`src/rtl/vram_arb_pkg.sv`:
```
// Shared types and helpers for the VRAM write arbiter.
//   state_t      : arbiter FSM state (IDLE, LOCKED)
//   grant_width  : width of a requester index, never less than 1
package vram_arb_pkg;

  typedef logic [0:0] state_t;

  localparam state_t IDLE   = 1'b0;
  localparam state_t LOCKED = 1'b1;

  function automatic int unsigned grant_width(input int unsigned n);
    return (n > 1) ? $clog2(n) : 1;
  endfunction

endpackage

```
`src/rtl/rr_priority_picker.sv`:
```
// Combinational rotating-priority picker.
//   req    : request vector, one bit per requester
//   rr_ptr : index that has highest priority this round
//   found  : at least one request is set
//   index  : first set request scanning rr_ptr, rr_ptr+1, ... (mod NUM_REQ)
module rr_priority_picker
  import vram_arb_pkg::*;
#(
  parameter int unsigned NUM_REQ = 3,
  parameter int unsigned GRANT_W = grant_width(NUM_REQ)
) (
  input  logic [NUM_REQ-1:0] req,
  input  logic [GRANT_W-1:0] rr_ptr,
  output logic               found,
  output logic [GRANT_W-1:0] index
);

  int unsigned        pos;
  logic [GRANT_W-1:0] pos_idx;

  // Scan from the farthest offset down so the nearest set request is written last.
  always_comb begin
    found   = 1'b0;
    index   = '0;
    pos     = 0;
    pos_idx = '0;
    for (int off = NUM_REQ - 1; off >= 0; off--) begin
      pos     = (32'(rr_ptr) + 32'(off)) % NUM_REQ;
      pos_idx = GRANT_W'(pos);
      if (req[pos_idx]) begin
        found = 1'b1;
        index = pos_idx;
      end
    end
  end

endmodule

```
`src/rtl/vram_write_arbiter.sv`:
```
// Shares one write-FIFO enqueue port among NUM_REQ requesters with rotating priority
// and a burst lock of up to BURST_LEN beats per grant. A one-entry output register
// drives the FIFO; FIFO back-pressure stalls the granted requester.
//   clock, reset_n       : system clock, asynchronous active-low reset
//   io_req_valid/ready   : per-requester beat handshake (ready is one-hot or zero)
//   io_req_addr/din/mask : packed per-requester payload, requester i at slot i
//   io_enq_valid/ready   : output beat handshake to the FIFO (ready = not full)
//   io_enq_addr/din/mask : registered output payload
//   io_grant             : current or last granted requester
//   io_busy              : FSM locked or an output beat pending
module vram_write_arbiter
  import vram_arb_pkg::*;
#(
  parameter int unsigned NUM_REQ    = 3,
  parameter int unsigned ADDR_WIDTH = 17,
  parameter int unsigned DATA_WIDTH = 32,
  parameter int unsigned MASK_WIDTH = 4,
  parameter int unsigned BURST_LEN  = 8
) (
  input  logic                             clock,
  input  logic                             reset_n,
  input  logic [NUM_REQ-1:0]               io_req_valid,
  output logic [NUM_REQ-1:0]               io_req_ready,
  input  logic [NUM_REQ*ADDR_WIDTH-1:0]    io_req_addr,
  input  logic [NUM_REQ*DATA_WIDTH-1:0]    io_req_din,
  input  logic [NUM_REQ*MASK_WIDTH-1:0]    io_req_mask,
  output logic                             io_enq_valid,
  input  logic                             io_enq_ready,
  output logic [ADDR_WIDTH-1:0]            io_enq_addr,
  output logic [DATA_WIDTH-1:0]            io_enq_din,
  output logic [MASK_WIDTH-1:0]            io_enq_mask,
  output logic [grant_width(NUM_REQ)-1:0]  io_grant,
  output logic                             io_busy
);

  localparam int unsigned GRANT_W = grant_width(NUM_REQ);
  localparam int unsigned CNT_W   = $clog2(BURST_LEN) + 1;

  state_t             state_q, state_d;
  logic [GRANT_W-1:0] grant_q, grant_d;
  logic [GRANT_W-1:0] rr_ptr_q, rr_ptr_d;
  logic [CNT_W-1:0]   beat_cnt_q, beat_cnt_d;

  logic               pick_found;
  logic [GRANT_W-1:0] pick_index;
  logic               slot_free;
  logic               accept;
  logic               last_beat;
  logic [GRANT_W-1:0] grant_next;

  rr_priority_picker #(
    .NUM_REQ (NUM_REQ),
    .GRANT_W (GRANT_W)
  ) u_picker (
    .req    (io_req_valid),
    .rr_ptr (rr_ptr_q),
    .found  (pick_found),
    .index  (pick_index)
  );

  // The output slot can take a new beat when empty or when it drains this cycle.
  always_comb begin
    slot_free    = ~io_enq_valid | io_enq_ready;
    io_req_ready = '0;
    if (state_q == LOCKED) begin
      io_req_ready[grant_q] = slot_free;
    end
    accept     = (state_q == LOCKED) & io_req_valid[grant_q] & slot_free;
    last_beat  = (beat_cnt_q == CNT_W'(BURST_LEN - 1));
    grant_next = (grant_q == GRANT_W'(NUM_REQ - 1)) ? '0 : grant_q + 1'b1;
  end

  always_comb begin
    state_d    = state_q;
    grant_d    = grant_q;
    rr_ptr_d   = rr_ptr_q;
    beat_cnt_d = beat_cnt_q;
    if (state_q == IDLE) begin
      if (pick_found) begin
        grant_d    = pick_index;
        beat_cnt_d = '0;
        state_d    = LOCKED;
      end
    end else begin
      if (accept) begin
        beat_cnt_d = beat_cnt_q + 1'b1;
      end
      if (!io_req_valid[grant_q] || (accept && last_beat)) begin
        state_d  = IDLE;
        rr_ptr_d = grant_next;
      end
    end
  end

  always_ff @(posedge clock or negedge reset_n) begin
    if (!reset_n) begin
      state_q    <= IDLE;
      grant_q    <= '0;
      rr_ptr_q   <= '0;
      beat_cnt_q <= '0;
    end else begin
      state_q    <= state_d;
      grant_q    <= grant_d;
      rr_ptr_q   <= rr_ptr_d;
      beat_cnt_q <= beat_cnt_d;
    end
  end

  // Output register: loads on accept, holds while the FIFO is full.
  always_ff @(posedge clock or negedge reset_n) begin
    if (!reset_n) begin
      io_enq_valid <= 1'b0;
      io_enq_addr  <= '0;
      io_enq_din   <= '0;
      io_enq_mask  <= '0;
    end else if (accept) begin
      io_enq_valid <= 1'b1;
      io_enq_addr  <= io_req_addr[grant_q*ADDR_WIDTH +: ADDR_WIDTH];
      io_enq_din   <= io_req_din[grant_q*DATA_WIDTH +: DATA_WIDTH];
      io_enq_mask  <= io_req_mask[grant_q*MASK_WIDTH +: MASK_WIDTH];
    end else if (io_enq_ready) begin
      io_enq_valid <= 1'b0;
    end
  end

  assign io_grant = grant_q;
  assign io_busy  = (state_q != IDLE) | io_enq_valid;

endmodule

```
`config.mk`:
```
export PLATFORM = sky130hd
export DESIGN_NAME = vram_write_arbiter
export DESIGN_NICKNAME = d
export VERILOG_FILES = /design/src/rtl/vram_arb_pkg.sv /design/src/rtl/rr_priority_picker.sv /design/src/rtl/vram_write_arbiter.sv
export SDC_FILE = /design/constraint.sdc
export NUM_CORES = 1
export LEC_CHECK = 0
export CORE_MARGIN = 2
export CORE_UTILIZATION = 42
export CTS_CLUSTER_SIZE = 28
export DETAILED_ROUTE_END_ITERATION = 6
export GPL_ROUTABILITY_DRIVEN = 1
export HOLD_SLACK_MARGIN = 0.12
export PLACE_DENSITY_LB_ADDON = 0.25
export SYNTH_ARGS = -nofsm -noshare
export SYNTH_HDL_FRONTEND = slang
export SYNTH_SLANG_ARGS = --single-unit
export TNS_END_PERCENT = 1
```
`constraint.sdc`:
```
create_clock -name clock -period 3.3 [get_ports clock]
set_input_delay 0.33 -clock clock [delete_from_list [all_inputs] [get_ports clock]]
set_output_delay 0.33 -clock clock [all_outputs]
set_load 0.1 [all_outputs]
```
==> impl_metrics.yaml <==
worst_setup_path:
  worst-endpoint-required_ns: 2.97
  crit_type: "reg2out"
  cp.arrival_ns: 2.20
  setup.worst_path.end_class: "output pin"
  timing.rr.start: "io_grant[1]$_DFFE_PN0P_"
  worst-path-max-fanout: 34
  setup.reg_to_reg.worst_slack_ns: 1.07
  setup.worst_path.start_class: "flip-flop"
  crit_path_start: "io_grant[1]$_DFFE_PN0P_"
yosys:
  yosysTopAreaCell: "sky130_fd_sc_hd__dfrtp_1"
  synth.avg_cell_area_um2: 10.8
  number_of_distinct_library_cells_after_synthesis: 37
  simple_gate_share_of_the_synthesized_area_pct: 8.92
  yosysMostFrequentCell: "sky130_fd_sc_hd__dfrtp_1"
  synthAdderAreaFrac_pct: 1.25
  ys_top_cells_by_count: "sky130_fd_sc_hd__dfrtp_1 (63), sky130_fd_sc_hd__o21ai_0 (61), sky130_fd_sc_hd__nand2_1 (59)"
  post_syn_nets: 540
  synth-edff-count: 0
  share_of_flip_flops_with_an_asynchronous_set_or_reset_pct: 100
  synthTopCellsByArea: "sky130_fd_sc_hd__dfrtp_1 (39%), sky130_fd_sc_hd__mux2_4 (19%), sky130_fd_sc_hd__mux2i_1 (14%)"
  register_bit_count_reported_by_yosys: 63
  synth_area_mm2: 0.00401
  synthMuxAreaShare_pct: 34.6
  yosysWarningCount: 0
  synth_xor_area_share_pct: 0
  dominantRegCellSynth: "sky130_fd_sc_hd__dfrtp_1"
  synth_top_family_by_area: "multiplexers"
  yosysSeqAreaShare_pct: 39.3
  post_synth_inst_count: 371
  yosysTopAreaCellShare_pct: 39.3
  synth-compound-area-share_pct: 11.3
cells_and_area:
  post_route_cells_drive_above_1_share_pct: 15.9
  finalNetCount: 755
  area_growth_syn_to_layout_pct: 62.0
  antenna-diode-count: 0
die:
  die_width_um: 102
  die-area_mm2: 0.0104
  pin_count: 225
  fp-row-count: 35
  initial_utilization_pct: 43.4
  die_h_um: 102
  core_area_mm2: 0.00924
cts:
  tritoncts: "built"
  cts-hold-fix-buffers: 0
  clkTransAtPathRegs_ns: 0.07
  cts_buffers: 9
  cts_max_level: 3
  worstSkewPairLatency_ns: 0.33
  clock_sinks: 63
  clock-root-buffer: "sky130_fd_sc_hd__clkbuf_8"
  ctsResizeCount: 0
  cts-root-to-sink-buffers: 2
  post_cts_buffers: 0
drt:
  post_drt_antenna_nets: 0
  detailroute.via_count: 3625
  initialDrtViolationCount: 131
  drt-vias-per-instance: 5.03
  drt-pass1-iter-count: 4
  route.final.wire_length_um: 11900
  drt-wirelength-per-cell_um: 16.5
  detail_route.drc_violations: 0
power_and_ir_drop:
  peakVddDrop_v: 0.000759
  powerDensity_mw_per_mm2: 1180
  power.leakage_nw: 2.65
timing:
  finalWorstPathRequiredPeriod_ns: 2.53
  timing.clock.skew_ns: 0.00744
  fin_tns_setup_ns: 0
  rsz0062_at_grt: "no"
  max-slew-margin-rel_pct: 29.6
  clock.fmax_mhz: 395
  count_of_endpoints_failing_setup_in_the_final_report: 0
  finalCritPeriodShare_pct: 76.8
  worst_hold_slack_ns: 0.203
  finalHoldViolCount: 0
  timing.final.max_slew_violations: 0
  tightest_slew_ns: 1.06
global_routing:
  grt_max_degree: 55
  global_route.usage.total_pct: 22.2
  number_of_global_route_vias_before_repair: 3547
  grt_first_pass_wirelength_um: 17700
  antenna_found_initial: 0
  globalRouteOverflowTotal: 0
placement:
  routabilityCongestion: 0.793
  port-buffer-count: 224
  dpl_hpwl_um: 9140
job:
  drv.max_cap_violation_count: 0
worst_hold_path:
  timing.hold.worst.class: "in2async"
run_status:
  outcome: "complete, no violations"
registers in the layout, indices dropped and copies added (netlist names):
signal,flops
state_q,1
io_enq_din,32
io_grant,2
beat_cnt_q,4
io_enq_addr,17
io_enq_valid,1
io_enq_mask,4
rr_ptr_q,2
report_power, final:
part	leakage, nW	total [mW]	internal, mW	switching (mW)
Sequential	0.765	1.49	1.16	0.332
Combinational	1.79	5.56	1.81	3.75
Clock	0.100	0.638	0.366	0.272
path summary, 6_finish.rpt:
kind	to	cells after the start
hold / removal	io_enq_din[30]$_DFFE_PN0P_	1
max in group asynchronous	io_enq_mask[1]$_DFFE_PN0P_	2
min in group clock	io_enq_addr[7]$_DFFE_PN0P_	1
hold reg to reg	io_enq_addr[7]$_DFFE_PN0P_	1
setup / recovery	io_req_ready[2]	3
setup reg to reg	io_enq_addr[12]$_DFFE_PN0P_	5
critical path: stages, from the launching register on:
cell and delay, ns:
sky130_fd_sc_hd__dfrtp_4 0.73, sky130_fd_sc_hd__buf_4 0.56, sky130_fd_sc_hd__nor3b_2 0.26, sky130_fd_sc_hd__buf_4 0.31
cell families after synthesis:
group                    after synthesis
AO/OA/AOI/OAI                         78
adder cells (fa/ha/maj)                4
buffers and inverters                 34
flip-flops                            63
multiplexers                         112
AND/OR/NAND/NOR                       80
placed cells by master (no fill, tap or decap), drive strengths merged, types with 2 or more instances in the layout:
cell type | netlist | routed
a21oi | 3 | 3
clkdlybuf4s50 | 0 | 218
nor2 | 4 | 4
ha | 4 | 4
o221ai | 2 | 2
clkbuf | 12 | 12
o21ai | 62 | 62
inv | 7 | 7
nand2b | 4 | 4
buf | 15 | 13
nand2 | 59 | 59
mux2 | 57 | 57
nor3 | 3 | 3
clkinv | 0 | 3
nand3 | 2 | 2
or2 | 3 | 3
nor2b | 2 | 2
mux2i | 55 | 55
dfrtp | 63 | 63
layer usage:
layer | routed length, um | GRT usage (%)
met2 | 5870 | 39.3
met3 | 1290 | 7.04
met5 | 0 | 0
met4 | 223 | 7.28
met1 | 4510 | 25.2
through the flow:
stage	instances	setup WS [ns]	util [%]	total power [mW]	area (um2)
CTS	720	0.706	70.3	7.74	6500
finish	720	0.765	70.3	7.69	6500
global route	720	0.596	70.3	8.03	6500
global placement	704	1.04	68.3	6.98	6310
floorplan	371	-0.539	-	5.78	4020
detailed placement	704	0.964	68.3	7.08	6310
layout make-up:
type,count,area [um2]
clock buffer,12,145
clock inverter,4,45.0
fill,682,2740
inverter,7,26.3
multi-input combinational,274,2260
sequential,63,1580
tap,129,161
timing repair buffer,231,2280
(Power assumes the default switching activity.)
